$ cat src/rtl/seg_pkg.sv
// Shared constants and nibble/select helpers for the 4-digit 7-segment scanner.
package seg_pkg;

   localparam int NUM_DIGITS = 4;
   localparam int NIB_W      = 4;
   localparam int SEL_W      = NUM_DIGITS;
   localparam int VAL_W      = NIB_W * NUM_DIGITS;

   localparam logic [SEL_W-1:0] SEL_OFF = 4'b1111;

   typedef logic [1:0] idx_t;

   function automatic logic [SEL_W-1:0] sel_onehot(input idx_t i);
      return ~(4'b0001 << i);
   endfunction

   function automatic logic [NIB_W-1:0] nibble_at(input logic [VAL_W-1:0] v, input idx_t i);
      logic [NIB_W-1:0] n;
      case (i)
         2'd0:    n = v[3:0];
         2'd1:    n = v[7:4];
         2'd2:    n = v[11:8];
         2'd3:    n = v[15:12];
         default: n = v[3:0];
      endcase
      return n;
   endfunction

   // True when this digit and every digit to its left are zero; the rightmost digit never qualifies.
   function automatic logic lead_zero(input logic [VAL_W-1:0] v, input idx_t i);
      logic z;
      case (i)
         2'd1:    z = (v[15:4] == 12'h000);
         2'd2:    z = (v[15:8] == 8'h00);
         2'd3:    z = (v[15:12] == 4'h0);
         default: z = 1'b0;
      endcase
      return z;
   endfunction

endpackage

$ cat src/rtl/tick_gen.sv
// Slot prescaler: counts 0..DIV-1 and exposes the next count plus the wrap condition.
module tick_gen #(
   parameter int DIV = 50000,
   parameter int CW  = (DIV > 1) ? $clog2(DIV) : 1
) (
   input  logic          clk,
   input  logic          rst_n,
   output logic [CW-1:0] ncnt,
   output logic          wrap
);

   logic [CW-1:0] cnt_r;

   // next-count and wrap decode
   always_comb begin
      wrap = (cnt_r == CW'(DIV - 1));
      if (wrap) begin
         ncnt = '0;
      end else begin
         ncnt = cnt_r + CW'(1);
      end
   end

   // prescaler state register
   always_ff @(posedge clk or negedge rst_n) begin
      if (!rst_n) begin
         cnt_r <= '0;
      end else begin
         cnt_r <= ncnt;
      end
   end

endmodule

$ cat src/rtl/seg_scan.sv
// Time-multiplexed 4-digit scanner: snapshots a 16-bit value and presents one nibble,
// an active-low digit select and a leading-zero blank flag per slot.
module seg_scan
   import seg_pkg::*;
#(
   parameter int DIV  = 50000,
   parameter int DEAD = 0
) (
   input  logic        clk,
   input  logic        rst_n,
   input  logic [15:0] value,
   input  logic        load,
   input  logic        lzb_en,
   output logic [3:0]  digit,
   output logic [3:0]  sel,
   output logic        blank,
   output logic        scan_tick
);

   localparam int CW = (DIV > 1) ? $clog2(DIV) : 1;
   localparam logic [SEL_W-1:0] SEL_RST = (DEAD > 0) ? SEL_OFF : 4'b1110;

   logic [CW-1:0]    ncnt_s;
   logic             wrap_s;
   idx_t             idx_r;
   idx_t             nidx_s;
   logic             dead_s;
   logic [VAL_W-1:0] value_q_r;

   tick_gen #(
      .DIV (DIV),
      .CW  (CW)
   ) u_tick (
      .clk   (clk),
      .rst_n (rst_n),
      .ncnt  (ncnt_s),
      .wrap  (wrap_s)
   );

   // next digit index and dead-time window, both from the prescaler's next state
   always_comb begin
      if (wrap_s) begin
         nidx_s = idx_r + 2'd1;
      end else begin
         nidx_s = idx_r;
      end
      dead_s = ((32'(ncnt_s) + 32'd1) <= 32'(DEAD));
   end

   // digit index, snapshot and registered outputs aligned with the next slot state
   always_ff @(posedge clk or negedge rst_n) begin
      if (!rst_n) begin
         idx_r     <= 2'd0;
         value_q_r <= 16'h0000;
         digit     <= 4'h0;
         sel       <= SEL_RST;
         blank     <= 1'b0;
         scan_tick <= 1'b0;
      end else begin
         idx_r <= nidx_s;
         if (load) begin
            value_q_r <= value;
         end else begin
            value_q_r <= value_q_r;
         end
         // outputs use the pre-load snapshot, so a reload shows up one edge later
         digit     <= nibble_at(value_q_r, nidx_s);
         sel       <= dead_s ? SEL_OFF : sel_onehot(nidx_s);
         blank     <= lzb_en && lead_zero(value_q_r, nidx_s);
         scan_tick <= (ncnt_s == '0);
      end
   end

endmodule
$ cat config.mk
export PLATFORM = sky130hd
export DESIGN_NAME = seg_scan
export DESIGN_NICKNAME = d
export VERILOG_FILES = /design/src/rtl/seg_pkg.sv /design/src/rtl/tick_gen.sv /design/src/rtl/seg_scan.sv
export SDC_FILE = /design/constraint.sdc
export NUM_CORES = 1
export LEC_CHECK = 0
export ABC_CLOCK_PERIOD_IN_PS = 2100
export CAP_MARGIN = 20
export CORE_UTILIZATION = 48
export CTS_CLUSTER_DIAMETER = 50
export DETAILED_ROUTE_END_ITERATION = 12
export GPL_TIMING_DRIVEN = 0
export HOLD_SLACK_MARGIN = 0.06
export PLACE_DENSITY = 0.75
export SYNTH_ARGS = -nofsm -noshare
export SYNTH_HDL_FRONTEND = slang
export SYNTH_HIERARCHICAL = 1
export SYNTH_SLANG_ARGS = --single-unit
$ cat constraint.sdc
create_clock -name clk -period 2.1 [get_ports clk]
set_input_delay 0.315 -clock clk [delete_from_list [all_inputs] [get_ports clk]]
set_output_delay 0.315 -clock clk [all_outputs]
set_load 0.05 [all_outputs]
==> metrics.txt, run 1 <==
Vias/cell=roughly 5.7; sw power=365 µW; Post-Syn Nets=175; Lkg Pwr=1.03 nW; delay-heaviest family, CP=simple AND/OR/NAND/NOR gates; Crit path top cell by count=buf_6; CP startpoint kind=flop; Synth area leader=dfrtp_1; first-pass GRT wire length=~6400 µm; setup_tns=0 ps; clk_lat worst skew=280 ps; DP Area=2310 µm²; ANT nets after route=0; Initial Utilization=52.0%; Post-Syn Area=1980 µm²; htree depth=2; total of max-cap violations=0; final setup violation count=0; row count=22; commonest non-fill, non-tap cell in the layout=dfrtp_1; critical path's slowest cell=dfrtp_1; Post-Route WL=3850 µm; post-synth top area share=51.9%; Main synth FF type=dfrtp_1; total grt overflow=0; register bit total from synthesis=44; WS Path Type=flop to flop; Cells after DPL=230; deepest clock path buffer count=2; synth-to-layout area growth=23.6%; Place WS=-81.2 ps; Int Pwr=1.23 mW; count of final max-slew check failures=0; largest net degree at the start of global routing=45; 1st-pass router iterations=4; final instance area=2440 µm²; status=completed; Ports=30; clock share of power=between 30 and 40%; port bufs=28; cells after synthesis=around 150; switch share=22.9%; CTS root buf=clkbuf_8; Die Height=between 60 and 70 µm; crit-path max FO=14; Initial DRC Count=between 70 and 80; Nets=210; synth warn=6; fin cells=238; hold_buf cts=0; Flop pwr share=57.6%; Core Area=roughly 3800 µm²; post-synth cell types=38; Vias=1351; final worst-path cycle share=96.3%; die extent in x=66.2 µm; clock tree from TritonCTS=built; Clock Skew=3.69 ps; RSZ-0062 raised after global routing=false; CP cell instances=ha_2 > and3_4 > and4_1 > buf_6 > or2_1 > buf_6 > mux2_4 > nor3b_2; hpwl dp=2790 µm; Seq/Total Area, Yosys=around 56%; share of post-route cells with drive strength above 1=25.3%; clk sink count=44; # DRC=0; highest-count cells in the layout ignoring fill and taps=41 x dfrtp_1, 27 x clkdlybuf4s50_1, 17 x mux2_2; CP Data Required Time=2270 ps; Comb pwr share=9.7%; Die Area=4380 µm²; Worst path max stage delay=400 ps; power density cells=approximately 650 nW/µm²; final hold vios=0; VDD IR max=0.000443 V; Total GRT Usage=20.1%; setup ws final=about 78 ps; Hold Path Class=primary input to async pin; vias in the first global route=approximately 1400; Slew @ Worst Pin=940 ps; f_max=495 MHz; Post-Syn Area per Cell=approximately 13 µm²; Reg clk slew, reported paths=~80 ps; CTS buffer count=5; FFs w/ async S/R, synth=100%; initial antenna violation count=0; Setup crit end kind=flop; relative slew slack=around 37%; CP bufs+invs=2; gp weighted congestion=0.872; wire length per cell=16.2 µm; Post-synth EDFFs=0; synth top area cells=dfrtp_1 52%, mux2_2 9.7%, dfstp_2 4.0%, xor2_1 4.0%, o221ai_1 3.5%; critical path data arrival time=2190 ps; crit path time final=2020 ps; Ant. Diodes=0
==> kinds of logic (layout without fill, tap and decap cells) <==
group	after synthesis	count (layout)	share of synthesized area [%]
simple gates	45	45	14.3
xor+xnor	14	14	6.21
flops	44	44	55.9
compound gates	17	17	6.90
fa+ha+maj	1	1	0.633
buf+inv	10	46	3.04
mux	23	23	13.0
==> registers in the layout (all words and copies together), names as in the netlist <==
signal,flops
digit,4
sel,4
value_q_r,16
idx_r,2
blank,1
u_tick/cnt_r,16
scan_tick,1
==> per-stage QoR <==
stage	hold slack [ps]	power [mW]	util (%)
2_1_floorplan	19.4	1.00	-
3_3_place_gp	478	1.08	61.0
3_5_place_dp	508	1.09	60.8
4_1_cts	196	1.61	63.9
5_1_grt	232	1.67	64.3
6_report	170	1.59	64.3
==> Yosys cell counts (4+ instances only) <==
cell type	n
dfrtp_1	41
mux2_2	17
xor2_1	9
o221ai_1	8
nand2_1	7
nor2_1	7
nor4_1	7
and4_1	5
buf_2	5
mux2i_1	5
xnor2_1	5
a22oi_1	4
==> power groups by stage <==
stage          registers, mW  logic (mW)  clock network [mW]
2_1_floorplan          0.951      0.0537                   0
3_3_place_gp           0.930       0.152                   0
3_5_place_dp           0.933       0.155                   0
4_1_cts                0.916       0.156               0.542
5_1_grt                0.921       0.165               0.580
6_report               0.917       0.154               0.522
==> what timing repair did <==
action / 4_1_cts / 5_1_grt
setup buffers: 1 / 0
endpoints found under the hold margin: 0 / 0
setup endpoints to repair: 5 / 6
resized for setup: 4 / 3
==> layer usage <==
layer  up-vias  wire length (µm)  GRT usage [%]
met3         5               120           4.14
li1        638                 -              -
met2        27              1870           30.2
met1       681              1810           28.9
met4         0                48           6.65
met5         -                 0              0
==> area by class of cell <==
type                       count  area [µm²]
fill                         281        1360
sequential                    44        1100
multi-input combinational    100         847
timing repair buffer          29         283
clock buffer                   6        82.6
tap                           48        60.1
buffer                         7        47.5
clock inverter                 2        10.0
inverter                       2        7.51
==> worst register-to-register path, cell delays in order, from the launching register on <==
cell     delay [ps]
dfrtp_1         400
ha_2            200
and3_4          210
and4_1          160
buf_6           150
or2_1           240
buf_6           140
mux2_4          260
nor3b_2         150
==> path summary, 6_finish.rpt <==
path                                             from                          to  slack (ps)  cells after the start
max                         u_tick/cnt_r[0]$_DFF_PN0_             blank$_DFF_PN0_          80                      8
min                                             rst_n   u_tick/cnt_r[0]$_DFF_PN0_         170                      1
max reg2reg                 u_tick/cnt_r[0]$_DFF_PN0_             blank$_DFF_PN0_          80                      8
min reg2reg                u_tick/cnt_r[11]$_DFF_PN0_  u_tick/cnt_r[11]$_DFF_PN0_         530                      1
max in group asynchronous                       rst_n          digit[3]$_DFF_PN0_        1350                      1
min in group clk                                 load    value_q_r[8]$_DFFE_PN0P_         390                      2
Note: power is estimated with default switching activity, not from simulation.
==> run 2: changes to the inputs <==
--- a/config.mk
+++ b/config.mk
@@ -5,14 +5,14 @@
 export SDC_FILE = /design/constraint.sdc
 export NUM_CORES = 1
 export LEC_CHECK = 0
-export ABC_CLOCK_PERIOD_IN_PS = 2100
+export ABC_CLOCK_PERIOD_IN_PS = 2500
 export CAP_MARGIN = 20
-export CORE_UTILIZATION = 48
+export CORE_UTILIZATION = 57
 export CTS_CLUSTER_DIAMETER = 50
 export DETAILED_ROUTE_END_ITERATION = 12
 export GPL_TIMING_DRIVEN = 0
 export HOLD_SLACK_MARGIN = 0.06
-export PLACE_DENSITY = 0.75
+export PLACE_DENSITY = 0.8
 export SYNTH_ARGS = -nofsm -noshare
 export SYNTH_HDL_FRONTEND = slang
 export SYNTH_HIERARCHICAL = 1
==> constraint.sdc (replaced) <==
create_clock -name clk -period 2.5 [get_ports clk]
set_input_delay 0.375 -clock clk [delete_from_list [all_inputs] [get_ports clk]]
set_output_delay 0.375 -clock clk [all_outputs]
set_load 0.05 [all_outputs]
==> metrics.txt, run 2 (synthesis results as in run 1) <==
clock share of power=a little under a third; critical path data arrival time=2450 ps; total power=1.32 mW; gp weighted congestion=between 0.9 and 1; first-pass GRT wire length=6200 µm; Initial Utilization=59.2%; relative slew slack=37.8%; total grt overflow=0; Cells after DPL=~230; share of post-route cells with drive strength above 1=22.1%; clk_lat worst skew=350 ps; final hold vios=0; clk sink count=44; clock tree from TritonCTS=built; biggest regs=u_tick/cnt_r (16), value_q_r (16); highest-count cells in the layout ignoring fill and taps=41 x dfrtp_1, 27 x clkdlybuf4s50_1, 17 x mux2_2; setup ws final=295 ps; Post-Route WL=between 3000 and 4000 µm; total of max-cap violations=0; Hold Path Class=primary input to async pin; met1 usage=between 20% and 30%; status=completed; M2 GR Usage=42.9%; Die Area=around 3700 µm²; power density cells=between 500 and 600 nW/µm²; vias in the first global route=1418; VDD IR max=0.000431 V; WS Path Type=flop to flop; port bufs=28; CP startpoint kind=flop; Lkg Pwr=1.03 nW; setup_tns=0 ps; final instance area=2380 µm²; grt peak-use layer=met2; RSZ-0062 raised after global routing=false; final core occ=a little under three quarters; synth-to-layout area growth=20.7%; Slew @ Worst Pin=932 ps; Die Height=60.9 µm; wire length per cell=16.3 µm; die extent in x=60.9 µm; Int Pwr=1.02 mW; hold_buf cts=0; Total GRT Usage=23.9%; M3 GR Usage=7.46%; CTS buffer count=5; final setup violation count=0; 1st-pass router iterations=4; deepest clock path buffer count=2; Place WS=315 ps; crit-path max FO=14; Initial DRC Count=54; switch share=between 20% and 30%; commonest non-fill, non-tap cell in the layout=dfrtp_1; post-CTS resize count=0; Comb pwr share=9.8%; sw power=roughly 300 µW; CTS root buf=clkbuf_4; Ports=30; f_max=between 400 and 500 MHz; Setup crit end kind=flop; Ant. Diodes=0; fin cells=236; count of final max-slew check failures=0; Vias=approximately 1400; Post-CTS Setup Bufs=0; Core Area=approximately 3300 µm²; ANT nets after route=0; # DRC=0; largest net degree at the start of global routing=45; crit path time final=2200 ps; CP Data Required Time=2750 ps; Clock Skew=slightly below 9 ps; row count=21; DP Area=between 2000 and 2500 µm²; initial antenna violation count=0; Nets=210; Vias/cell=5.75; hpwl dp=2780 µm; final worst-path cycle share=88.2%; Flop pwr share=between 50 and 60%; Reg clk slew, reported paths=120 ps; Hold WS=148 ps; htree depth=2
[run 2: power by group through the flow]
stage | registers, mW | logic (mW) | clock network (mW)
5_1_grt | 0.774 | 0.140 | 0.468
3_5_place_dp | 0.784 | 0.131 | 0
6_report | 0.772 | 0.130 | 0.423
4_1_cts | 0.771 | 0.132 | 0.435
2_1_floorplan | 0.799 | 0.0451 | 0
3_3_place_gp | 0.781 | 0.127 | 0
[run 2: layout make-up]
class / count / area (µm²)
fillers: 262 / 952
repair buffers: 28 / 275
multi-input cells: 100 / 811
clock inverters: 2 / 35.0
plain buffers: 8 / 52.6
clock buffers: 6 / 41.3
well taps: 46 / 57.6
inverters: 2 / 7.51
flip-flops and latches: 44 / 1100
[run 2: final timing paths]
kind                                           start  slack (ps)  cells past startpoint                        end
hold / removal                                 rst_n         150                      1  u_tick/cnt_r[1]$_DFF_PN0_
setup reg to reg           u_tick/cnt_r[0]$_DFF_PN0_         300                      9            blank$_DFF_PN0_
min in group clk                                load         380                      2   value_q_r[8]$_DFFE_PN0P_
hold reg to reg            u_tick/cnt_r[0]$_DFF_PN0_         510                      1  u_tick/cnt_r[0]$_DFF_PN0_
max in group asynchronous                      rst_n        1770                      1  value_q_r[14]$_DFFE_PN0P_
setup / recovery           u_tick/cnt_r[0]$_DFF_PN0_         300                      9            blank$_DFF_PN0_
[run 2: metal layers]
metal  routed length [µm]  up-vias
li1                     -      640
met1                 1490      666
met2                 2090       44
met3                  182        7
met4                   80        0
met5                    0        -
[run 2: critical path, cell delays in order (launching register included)]
cell     delay [ps]
dfrtp_1         430
ha_1            240
and3_1          190
buf_2           150
and4_1          160
buf_6           150
or2_1           240
buf_6           140
mux2_4          250
nor3b_2         150
